==> config.mk <==
export PLATFORM = sky130hd
export DESIGN_NAME = temp_status_monitor
export DESIGN_NICKNAME = d
export VERILOG_FILES = /design/src/rtl/temp_status_monitor.sv
export SDC_FILE = /design/constraint.sdc
export NUM_CORES = 1
export LEC_CHECK = 0
export ABC_AREA = 1
export CAP_MARGIN = 40
export CORE_ASPECT_RATIO = 0.7
export CORE_MARGIN = 1
export CORE_UTILIZATION = 58
export DETAILED_ROUTE_END_ITERATION = 16
export DONT_BUFFER_PORTS = 1
export GPL_ROUTABILITY_DRIVEN = 0
export HOLD_SLACK_MARGIN = 0.08
export PLACE_DENSITY = 0.75
export SYNTH_ARGS = -nofsm -noshare
export SYNTH_HDL_FRONTEND = slang
export SYNTH_SLANG_ARGS = --single-unit
==> constraint.sdc <==
create_clock -name clock_in -period 3.1 [get_ports clock_in]
set_clock_uncertainty 0.2 [all_clocks]
set_input_delay 0.62 -clock clock_in [delete_from_list [all_inputs] [get_ports clock_in]]
set_output_delay 0.62 -clock clock_in [all_outputs]
set_load 0.01 [all_outputs]
==> src/rtl/temp_status_monitor.sv <==
// Multi-channel temperature status monitor: per-channel hysteresis/persistence
// classification with latched extremes and a round-robin 15-pin status display.
module temp_status_monitor #(
    parameter int WIDTH     = 8,
    parameter int N_CH      = 4,
    parameter int FREEZE_TH = -30,
    parameter int COLD_TH   = -16,
    parameter int WARM_TH   = 45,
    parameter int HOT_TH    = 60,
    parameter int HYST      = 3,
    parameter int PERSIST   = 3,
    parameter int DISP_HOLD = 4,
    localparam int SEL_W    = (N_CH > 1) ? $clog2(N_CH) : 1
) (
    input  logic                    clock_in,
    input  logic                    reset_n_in,
    input  logic [N_CH*WIDTH-1:0]   temperature_in,
    input  logic [N_CH-1:0]         sample_valid_in,
    input  logic                    alarm_ack_in,
    output logic [14:0]             display_pins_out,
    output logic [SEL_W-1:0]        channel_sel_out,
    output logic [3*N_CH-1:0]       state_out,
    output logic                    alarm_out
);
    localparam int CNT_W  = $clog2(PERSIST + 1);
    localparam int HOLD_W = (DISP_HOLD > 1) ? $clog2(DISP_HOLD) : 1;

    typedef enum logic [2:0] {
        ST_RESET    = 3'd0,
        ST_OKAY     = 3'd1,
        ST_COLD     = 3'd2,
        ST_WARM     = 3'd3,
        ST_TOO_COLD = 3'd4,
        ST_TOO_WARM = 3'd5
    } state_e;

    localparam logic [14:0] GLYPH_R     = 15'b001110001001101;
    localparam logic [14:0] GLYPH_O     = 15'b001010100010101;
    localparam logic [14:0] GLYPH_C     = 15'b001010100000001;
    localparam logic [14:0] GLYPH_W     = 15'b001011001010100;
    localparam logic [14:0] GLYPH_C_DOT = 15'b001010100100001;
    localparam logic [14:0] GLYPH_W_DOT = 15'b001011001110100;

    state_e           state_q [N_CH];
    state_e           state_d [N_CH];
    logic [CNT_W-1:0] fcnt_q  [N_CH];
    logic [CNT_W-1:0] fcnt_d  [N_CH];
    logic [CNT_W-1:0] hcnt_q  [N_CH];
    logic [CNT_W-1:0] hcnt_d  [N_CH];
    int               samp    [N_CH];

    logic [SEL_W-1:0]  sel_q, sel_d;
    logic [HOLD_W-1:0] hold_q, hold_d;
    logic [14:0]       pins_q, pins_d;
    logic              alarm;
    logic [SEL_W-1:0]  alarm_idx;

    function automatic logic is_alarm(state_e s);
        return (s == ST_TOO_COLD) || (s == ST_TOO_WARM);
    endfunction

    function automatic logic [CNT_W-1:0] sat_inc(logic [CNT_W-1:0] c);
        return (int'(c) >= PERSIST) ? c : c + 1'b1;
    endfunction

    // Normal-band classification; COLD/WARM only release once past the hysteresis band.
    function automatic state_e classify(state_e cur, int t);
        case (cur)
            ST_COLD: begin
                if (t <= COLD_TH + HYST) return ST_COLD;
                else if (t > WARM_TH)    return ST_WARM;
                else                     return ST_OKAY;
            end
            ST_WARM: begin
                if (t > WARM_TH - HYST)  return ST_WARM;
                else if (t <= COLD_TH)   return ST_COLD;
                else                     return ST_OKAY;
            end
            default: begin
                if (t <= COLD_TH)        return ST_COLD;
                else if (t > WARM_TH)    return ST_WARM;
                else                     return ST_OKAY;
            end
        endcase
    endfunction

    function automatic logic [14:0] glyph(state_e s);
        case (s)
            ST_OKAY:     return GLYPH_O;
            ST_COLD:     return GLYPH_C;
            ST_WARM:     return GLYPH_W;
            ST_TOO_COLD: return GLYPH_C_DOT;
            ST_TOO_WARM: return GLYPH_W_DOT;
            default:     return GLYPH_R;
        endcase
    endfunction

    always_comb begin : sample_extend
        for (int i = 0; i < N_CH; i++) begin
            samp[i] = int'($signed(temperature_in[WIDTH*i +: WIDTH]));
        end
    end

    always_comb begin : channel_next
        for (int i = 0; i < N_CH; i++) begin
            // NOTE: every combinational output gets a default first so no path infers a latch.
            state_d[i] = state_q[i];
            fcnt_d[i]  = fcnt_q[i];
            hcnt_d[i]  = hcnt_q[i];
            if (is_alarm(state_q[i])) begin
                if (alarm_ack_in) begin
                    state_d[i] = ST_RESET;
                    fcnt_d[i]  = '0;
                    hcnt_d[i]  = '0;
                end
            end else if (sample_valid_in[i]) begin
                fcnt_d[i] = (samp[i] <= FREEZE_TH) ? sat_inc(fcnt_q[i]) : '0;
                hcnt_d[i] = (samp[i] > HOT_TH)     ? sat_inc(hcnt_q[i]) : '0;
                if ((samp[i] <= FREEZE_TH) && (int'(fcnt_q[i]) + 1 >= PERSIST)) begin
                    state_d[i] = ST_TOO_COLD;
                end else if ((samp[i] > HOT_TH) && (int'(hcnt_q[i]) + 1 >= PERSIST)) begin
                    state_d[i] = ST_TOO_WARM;
                end else begin
                    state_d[i] = classify(state_q[i], samp[i]);
                end
            end
        end
    end

    // Scan downward so the lowest-index alarmed channel wins.
    always_comb begin : alarm_scan
        alarm     = 1'b0;
        alarm_idx = '0;
        for (int i = N_CH - 1; i >= 0; i--) begin
            if (is_alarm(state_q[i])) begin
                alarm     = 1'b1;
                alarm_idx = SEL_W'(i);
            end
        end
    end

    always_comb begin : display_next
        sel_d  = sel_q;
        hold_d = hold_q;
        if (alarm) begin
            sel_d  = alarm_idx;
            hold_d = '0;
        end else if (hold_q == HOLD_W'(DISP_HOLD - 1)) begin
            hold_d = '0;
            sel_d  = (sel_q == SEL_W'(N_CH - 1)) ? '0 : sel_q + 1'b1;
        end else begin
            hold_d = hold_q + 1'b1;
        end
        pins_d = glyph(state_q[sel_d]);
    end

    always_ff @(posedge clock_in or negedge reset_n_in) begin
        if (!reset_n_in) begin
            for (int i = 0; i < N_CH; i++) begin
                state_q[i] <= ST_RESET;
                fcnt_q[i]  <= '0;
                hcnt_q[i]  <= '0;
            end
            sel_q  <= '0;
            hold_q <= '0;
            pins_q <= GLYPH_R;
        end else begin
            // NOTE: non-blocking updates keep every register sampling pre-edge values.
            for (int i = 0; i < N_CH; i++) begin
                state_q[i] <= state_d[i];
                fcnt_q[i]  <= fcnt_d[i];
                hcnt_q[i]  <= hcnt_d[i];
            end
            sel_q  <= sel_d;
            hold_q <= hold_d;
            pins_q <= pins_d;
        end
    end

    always_comb begin : pack_outputs
        state_out = '0;
        for (int i = 0; i < N_CH; i++) begin
            state_out[3*i +: 3] = state_q[i];
        end
    end

    assign alarm_out        = alarm;
    assign channel_sel_out  = sel_q;
    assign display_pins_out = pins_q;

endmodule
### After elaboration in Yosys (flattened, before gate mapping)

Cells that the tools add are included.
Widths: inputs -> output; s select.

| storage, ports and cells | value |
|---|---|
| input port bits | 39 |
| word-level logic and storage cells | 229 |
| output and inout bits | 30 |
| register bits after elaboration | 47 |

| cells by class | value |
|---|---|
| add/sub/neg operators | 18 |
| reductions and logical operators | 28 |
| bitwise operators | 1 |
| equal/unequal tests | 35 |
| $lt $le $gt $ge | 41 |
| mux-type cells | 91 |

Operators by type and width:

| operator | number |
|---|---|
| $mux 2 | 61 |
| $gt 8x7->1 const B | 12 |
| $le 8x5->1 const B | 8 |
| $mux 3 | 20 |
| $pmux 12 s5 | 1 |
| $le 8x6->1 const B | 4 |
| $eq 3x2->1 const B | 10 |
| $eq 3x3->1 const B | 10 |
| $add 2x1->3 const B | 8 |
| $ge 3x2->1 const B | 8 |
| $pmux 3 s2 | 4 |
| $reduce_and 3->1 | 8 |
| $add 2x1->2 const B | 10 |
| $ge 2x2->1 const B | 8 |
| $ne 3x2->1 const B | 4 |
| $ne 3x3->1 const B | 4 |
| $logic_and 1x1->1 | 8 |
| $ne 2x2->1 const B | 4 |
| $reduce_and 2->1 | 4 |
| $reduce_bool 2->1 | 4 |
| $bmux 3 s2 | 1 |
| $eq 2x2->1 const B | 2 |
| $logic_or 1x1->1 | 4 |
| $mux 1 | 4 |
| 3 further kinds | 3 |

### Depth between registers and ports, before layout

| depth | value |
|---|---|
| depth after elaboration | 13 |
| gate-level depth with buffers | 14 |
| gate-level depth less buffers | 13 |

### Worst setup path after synthesis

Ideal clock, no wire load.

| timing path | value |
|---|---|
| kind | reg-to-reg |
| start | register sel_q[0], in the netlist channel_sel_out[0] |
| end | register pins_q[9], in the netlist display_pins_out[9] |
| library setup time | 0.112 ns |
| buffers on the path | 0 |
| slack | 1.122 ns |
| period minus slack after synthesis | 1.978 ns |
| arrival | 1.666 ns |
| data required time | 2.788 ns |
| stages on the path, launching flop included | 13 |
| path through | dfrtp_1 ha_1 inv_1 nand2_1 o21ai_0 a21oi_4 inv_2 nand3_1 nand2_4 nand2_2 nand2_2 nand2_2 inv_2 |

| on the way | value |
|---|---|
| longest elaborated chain between the ends | 10 |
| elaborated cells between the ends (all ways) | 15 |
| classes of those cells | 1 x add/sub; 6 x eq/ne; 7 x mux; 1 x bitwise |

RTL lines:

| item | line | text |
|---|---|---|
| start, declared | 52 | `logic [SEL_W-1:0] sel_q, sel_d;` |
| start signal, assigned | 174 | `sel_q <= sel_d;` |
| $add 2x1->2 or $eq 2x2->1 (tied branches) | 150 | `sel_d = (sel_q == SEL_W'(N_CH - 1)) ? '0 : sel_q + 1'b1;` |
| $mux 2 * | 150 |  |
| $mux 2 * | 148 | `end else if (hold_q == HOLD_W'(DISP_HOLD - 1)) begin` |
| $mux 2 * | 145 | `if (alarm) begin` |
| net sel_d[1] | 52 |  |
| $not 2->3 (not written as such) * | 154 | `pins_d = glyph(state_q[sel_d]);` |
| $bmux 3 s2 * | 154 |  |
| $mux 3 (not written as such) * (2 in series) | 154 |  |
| $eq 3x3->1, or another cell as far along | 88 | `case (s)` |
| $pmux 12 s5 * | 88 |  |
| net pins_d[9] | 54 | `logic [14:0] pins_q, pins_d;` |
| end signal, assigned | 176 | `pins_q <= pins_d;` |
| end, declared | 54 |  |

Mark *: on every way through the listed nets, which the timed path passes. The rest lies on a longest branch. The select of a mux whose other input is x is not followed.
A chain may end at the register's enable or synchronous reset.

### Final worst setup path

| timing path | value |
|---|---|
| start | register state_q (netlist bit state_out[1]) |
| end | output alarm_out |

| on the way | value |
|---|---|
| longest elaborated chain between the ends | 3 |
| elaborated cells between the ends (all ways) | 4 |
| classes of those cells | 2 x eq/ne; 1 x mux; 1 x reduce/logical |

RTL lines:

| item | line | text |
|---|---|---|
| start, declared | 44 | `state_e state_q [N_CH];` |
| start signal, assigned by index | 170 | `state_q[i] <= state_d[i];` |
| $eq 3x3->1 | 59 | `return (s == ST_TOO_COLD) \|\| (s == ST_TOO_WARM);` |
| $logic_or 1x1->1 * | 59 |  |
| $mux 1 * | 135 | `if (is_alarm(state_q[i])) begin` |
| end, declared | 23 | `output logic alarm_out` |

Mark *: on every way between the ends. The rest lies on a longest branch, timed or not.

==> insert_results.sql <==
INSERT INTO impl_metrics (metric_group, metric, value, unit) VALUES
('outcome', 'status', 'finished clean', ''),
('sta', 'period_needed', '2270', 'ps'),
('die', 'num_rows', '22', ''),
('grt', 'grt_pass1_wl', '12300', 'microns'),
('critical_path', 'critical_path.startpoint_type', 'register', ''),
('synth', 'synthCells', '496', ''),
('grt', 'grt_max_degree', '41', ''),
('synth', 'syn-cell-area', '0.00333', 'sq mm'),
('die', 'die_x', '92.5', 'microns'),
('routing', 'ant_nets', '0', ''),
('grt', 'grt.met3_usage', '0.0637', ''),
('power_and_ir_drop', 'ir_drop', '785', 'uV'),
('power_and_ir_drop', 'power_density', '896', 'mW/mm^2'),
('grt', 'number_of_antenna_violations_at_the_first_check_in_global_routing', '0', ''),
('synth', 'synth_warnings', '0', ''),
('placed_design', 'post-place-ws', '962', 'ps'),
('placed_design', 'port-buffer-count', '0', ''),
('sta', 'min_period_over_period', '0.732', ''),
('grt', 'first_global_vias', '2813', ''),
('critical_path', 'endpoint_kind_of_the_worst_setup_timing_path', 'primary output', ''),
('cells_and_area', 'drive_gt1_frac', '0.0840', ''),
('clocking', 'clock_tree.htree_level_count', '2', ''),
('routing', 'via_count', '3107', ''),
('critical_path', 'worst-endpoint-arrival', '1450', 'ps'),
('grt', 'grt.total_usage', '0.256', ''),
('die', 'core_area', '0.00537', 'sq mm'),
('grt', 'met1_usage', '0.348', ''),
('power_and_ir_drop', 'leakage', '1.84', 'nW'),
('synth', 'synth_edf_count', '0', ''),
('hold_path', 'holdCritPathClass', 'register to register', ''),
('clocking', 'cts-resized-gates', '0', ''),
('routing', 'final_wirelength', '7330', 'microns'),
('cells_and_area', 'n_antenna_cell', '0', ''),
('synth', 'synth.distinct_cells', '34', ''),
('clocking', 'clkLatencyLatePin', '290', 'ps'),
('cells_and_area', 'area_growth_syn_to_layout', '3.95', '%'),
('sta', 'layout_setup_ws', '832', 'ps'),
('sta', 'timing.max_slew.rel_slack', '0.574', ''),
('sta', 'grt_setup_unrepaired', 'false', ''),
('synth', 'ys_dominant_reg_cell', 'sky130_fd_sc_hd__dfrtp_1', ''),
('hold_path', 'whs_path_depth', '1', ''),
('critical_path', 'critical_path_fanouts_max', '6', ''),
('cells_and_area', 'finish.net_count', '558', ''),
('grt', 'grt-ovfl-total', '0', ''),
('die', 'io_pins', '69', ''),
('clocking', 'cts_tree', 'built', ''),
('critical_path', 'r2r.worst_path.cells', '12', ''),
('routing', 'avgRoutedWirePerCell', '12.8', 'microns'),
('die', 'chipHeight', '65.4', 'microns'),
('routing', 'dr.first_iter.drc_count', '160', ''),
('sta', 'clock.fmax', '441', 'MHz'),
('clocking', 'cts_hold_buffers', '2', ''),
('routing', 'post-route-drc-count', '0', ''),
('die', 'design.die.area', '0.00605', 'sq mm'),
('clocking', 'clkTransAtPathRegs', '80', 'ps'),
('sta', 'final-max-slew-violation-count', '0', ''),
('sta', 'hold_viol_final', '0', ''),
('critical_path', 'cp.required', '2280', 'ps'),
('placed_design', 'dp.final_hpwl', '5770', 'microns'),
('critical_path', 'timing_worst_setup_path_type', 'register to primary output', ''),
('grt', 'grt_util_met2', '0.415', ''),
('synth', 'ys_seq_area_frac', '0.302', ''),
('synth', 'synth.ff_latch_count', '40', ''),
('clocking', 'numClockSinks', '40', ''),
('grt', 'busiest_layer', 'met2', ''),
('sta', 'fin_setup_tns', '0', 'ps'),
('clocking', 'tritoncts.num_buffers', '5', ''),
('clocking', 'cts_root_buffer', 'sky130_fd_sc_hd__clkbuf_8', ''),
('synth', 'async_set_reset_flop_share_out_of_synthesis', '1.00', ''),
('die', 'initial_standard_cell_utilization_of_the_core', '0.620', ''),
('sta', 'worst_pin_slew', '632', 'ps'),
('routing', 'dr.pass1.iters', '5', ''),
('sta', 'setup_viol_count_final', '0', ''),
('clocking', 'postCtsSetupBuffers', '0', ''),
('routing', 'detail_route.vias_per_cell', '5.43', ''),
('synth', 'avgSynthCellArea', '6.71', 'sq um'),
('clocking', 'clock_tree_buffer_depth', '2', ''),
('job', 'maxCapViolations', '0', '');
power breakdown:
part / switching, mW / internal (mW) / leakage [nW]
Sequential: 0.264 / 0.765 / 0.502
Clock: 0.186 / 0.157 / 0.0479
Combinational: 1.15 / 0.583 / 1.29
Total: 1.60 / 1.50 / 1.84
routing by layer:
layer | vias up | wire length (microns)
met2 | 82 | 3230
met5 | - | 0
met1 | 1412 | 3620
li1 | 1609 | -
met3 | 4 | 438
met4 | 0 | 41
final timing paths:
path                                         startpoint                       endpoint  slack, ps
min in group asynchronous                    reset_n_in          fcnt_q[0]$_DFFE_PN0P_        580
setup / recovery               state_out[1]$_DFFE_PN0P_                      alarm_out        830
max in group asynchronous                    reset_n_in  display_pins_out[2]$_DFF_PN1_       1840
hold reg to reg                     hold_q[0]$_DFF_PN0_            hold_q[0]$_DFF_PN0_        250
hold / removal                      hold_q[0]$_DFF_PN0_            hold_q[0]$_DFF_PN0_        250
setup reg to reg           channel_sel_out[0]$_DFF_PN0_  display_pins_out[9]$_DFF_PN0_        890
layout make-up:
class	instances	area, sq um
multi-input cells	373	1960
fillers	509	1910
flip-flops and latches	40	1010
inverters	77	289
well taps	72	90.1
clock buffers	5	68.8
repair buffers	2	30.0
clock inverters	3	18.8
cell usage in the layout (no fill, tap or decap), types with 4 or more instances in the layout:
cell type,instances
sky130_fd_sc_hd__nor2_1,50
sky130_fd_sc_hd__a31oi_1,4
sky130_fd_sc_hd__a21oi_1,17
sky130_fd_sc_hd__o21ai_0,38
sky130_fd_sc_hd__nand2_4,6
sky130_fd_sc_hd__inv_2,5
sky130_fd_sc_hd__dfstp_2,4
sky130_fd_sc_hd__o21ai_1,4
sky130_fd_sc_hd__o31ai_1,6
sky130_fd_sc_hd__inv_1,72
sky130_fd_sc_hd__clkbuf_8,5
sky130_fd_sc_hd__nor3_1,8
sky130_fd_sc_hd__nand2_2,12
sky130_fd_sc_hd__nand3_1,47
sky130_fd_sc_hd__nand2_1,124
sky130_fd_sc_hd__nand4_1,8
sky130_fd_sc_hd__ha_1,20
sky130_fd_sc_hd__dfrtp_1,36
sky130_fd_sc_hd__conb_1,6
cells in the mapped netlist, drive strengths merged (2+ instances only):
| library cell | instances | share of area |
|---|---|---|
| nand4 | 8 | 0.015 |
| o211ai | 3 | 0.0068 |
| o31ai | 6 | 0.014 |
| nand3b | 3 | 0.0068 |
| conb | 2 | 0.0023 |
| dfstp | 4 | 0.032 |
| o21bai | 2 | 0.0045 |
| nor2 | 52 | 0.064 |
| dfrtp | 36 | 0.27 |
| a21oi | 18 | 0.030 |
| buf | 10 | 0.027 |
| a31oi | 4 | 0.0075 |
| nor3 | 8 | 0.012 |
| o22ai | 3 | 0.0056 |
| o21ai | 42 | 0.063 |
| nor3b | 2 | 0.0045 |
| ha | 20 | 0.075 |
| inv | 77 | 0.087 |
| nand2 | 142 | 0.18 |
| nand3 | 50 | 0.080 |
worst max-delay path, stage by stage, from the launching register on:
cell,delay (ps)
sky130_fd_sc_hd__dfrtp_1,480
sky130_fd_sc_hd__inv_1,120
sky130_fd_sc_hd__nand2_2,190
sky130_fd_sc_hd__nand2_4,110
sky130_fd_sc_hd__nor2_8,150
sky130_fd_sc_hd__inv_1,100
logic make-up (layout without fill, tap and decap cells):
group / after synthesis / count (layout) / synth area share
adders and majority gates: 20 / 20 / 0.0752
AOI/OAI and AO/OA: 82 / 82 / 0.141
DFF: 40 / 40 / 0.302
other: 2 / 6 / 0.00226
and+or+nand+nor: 265 / 265 / 0.365
buffers and inverters: 87 / 87 / 0.114
stage by stage:
stage               instance area, sq um  hold slack, ps  total power [mW]   util  instances
detailed placement                  3340             126              2.71  0.622        562
floorplan                           3340             124              2.47      -        500
finish                              3460             250              3.10  0.644        572
CTS                                 3460             257              3.11  0.644        572
global placement                    3340             126              2.68  0.622        562
global route                        3460             306              3.40  0.644        572
flip-flops by register name, indices dropped and copies added (netlist names):
register / cells
hcnt_q: 8
hold_q: 2
fcnt_q: 8
display_pins_out: 8
channel_sel_out: 2
state_out: 12
(Power assumes the default switching activity.)
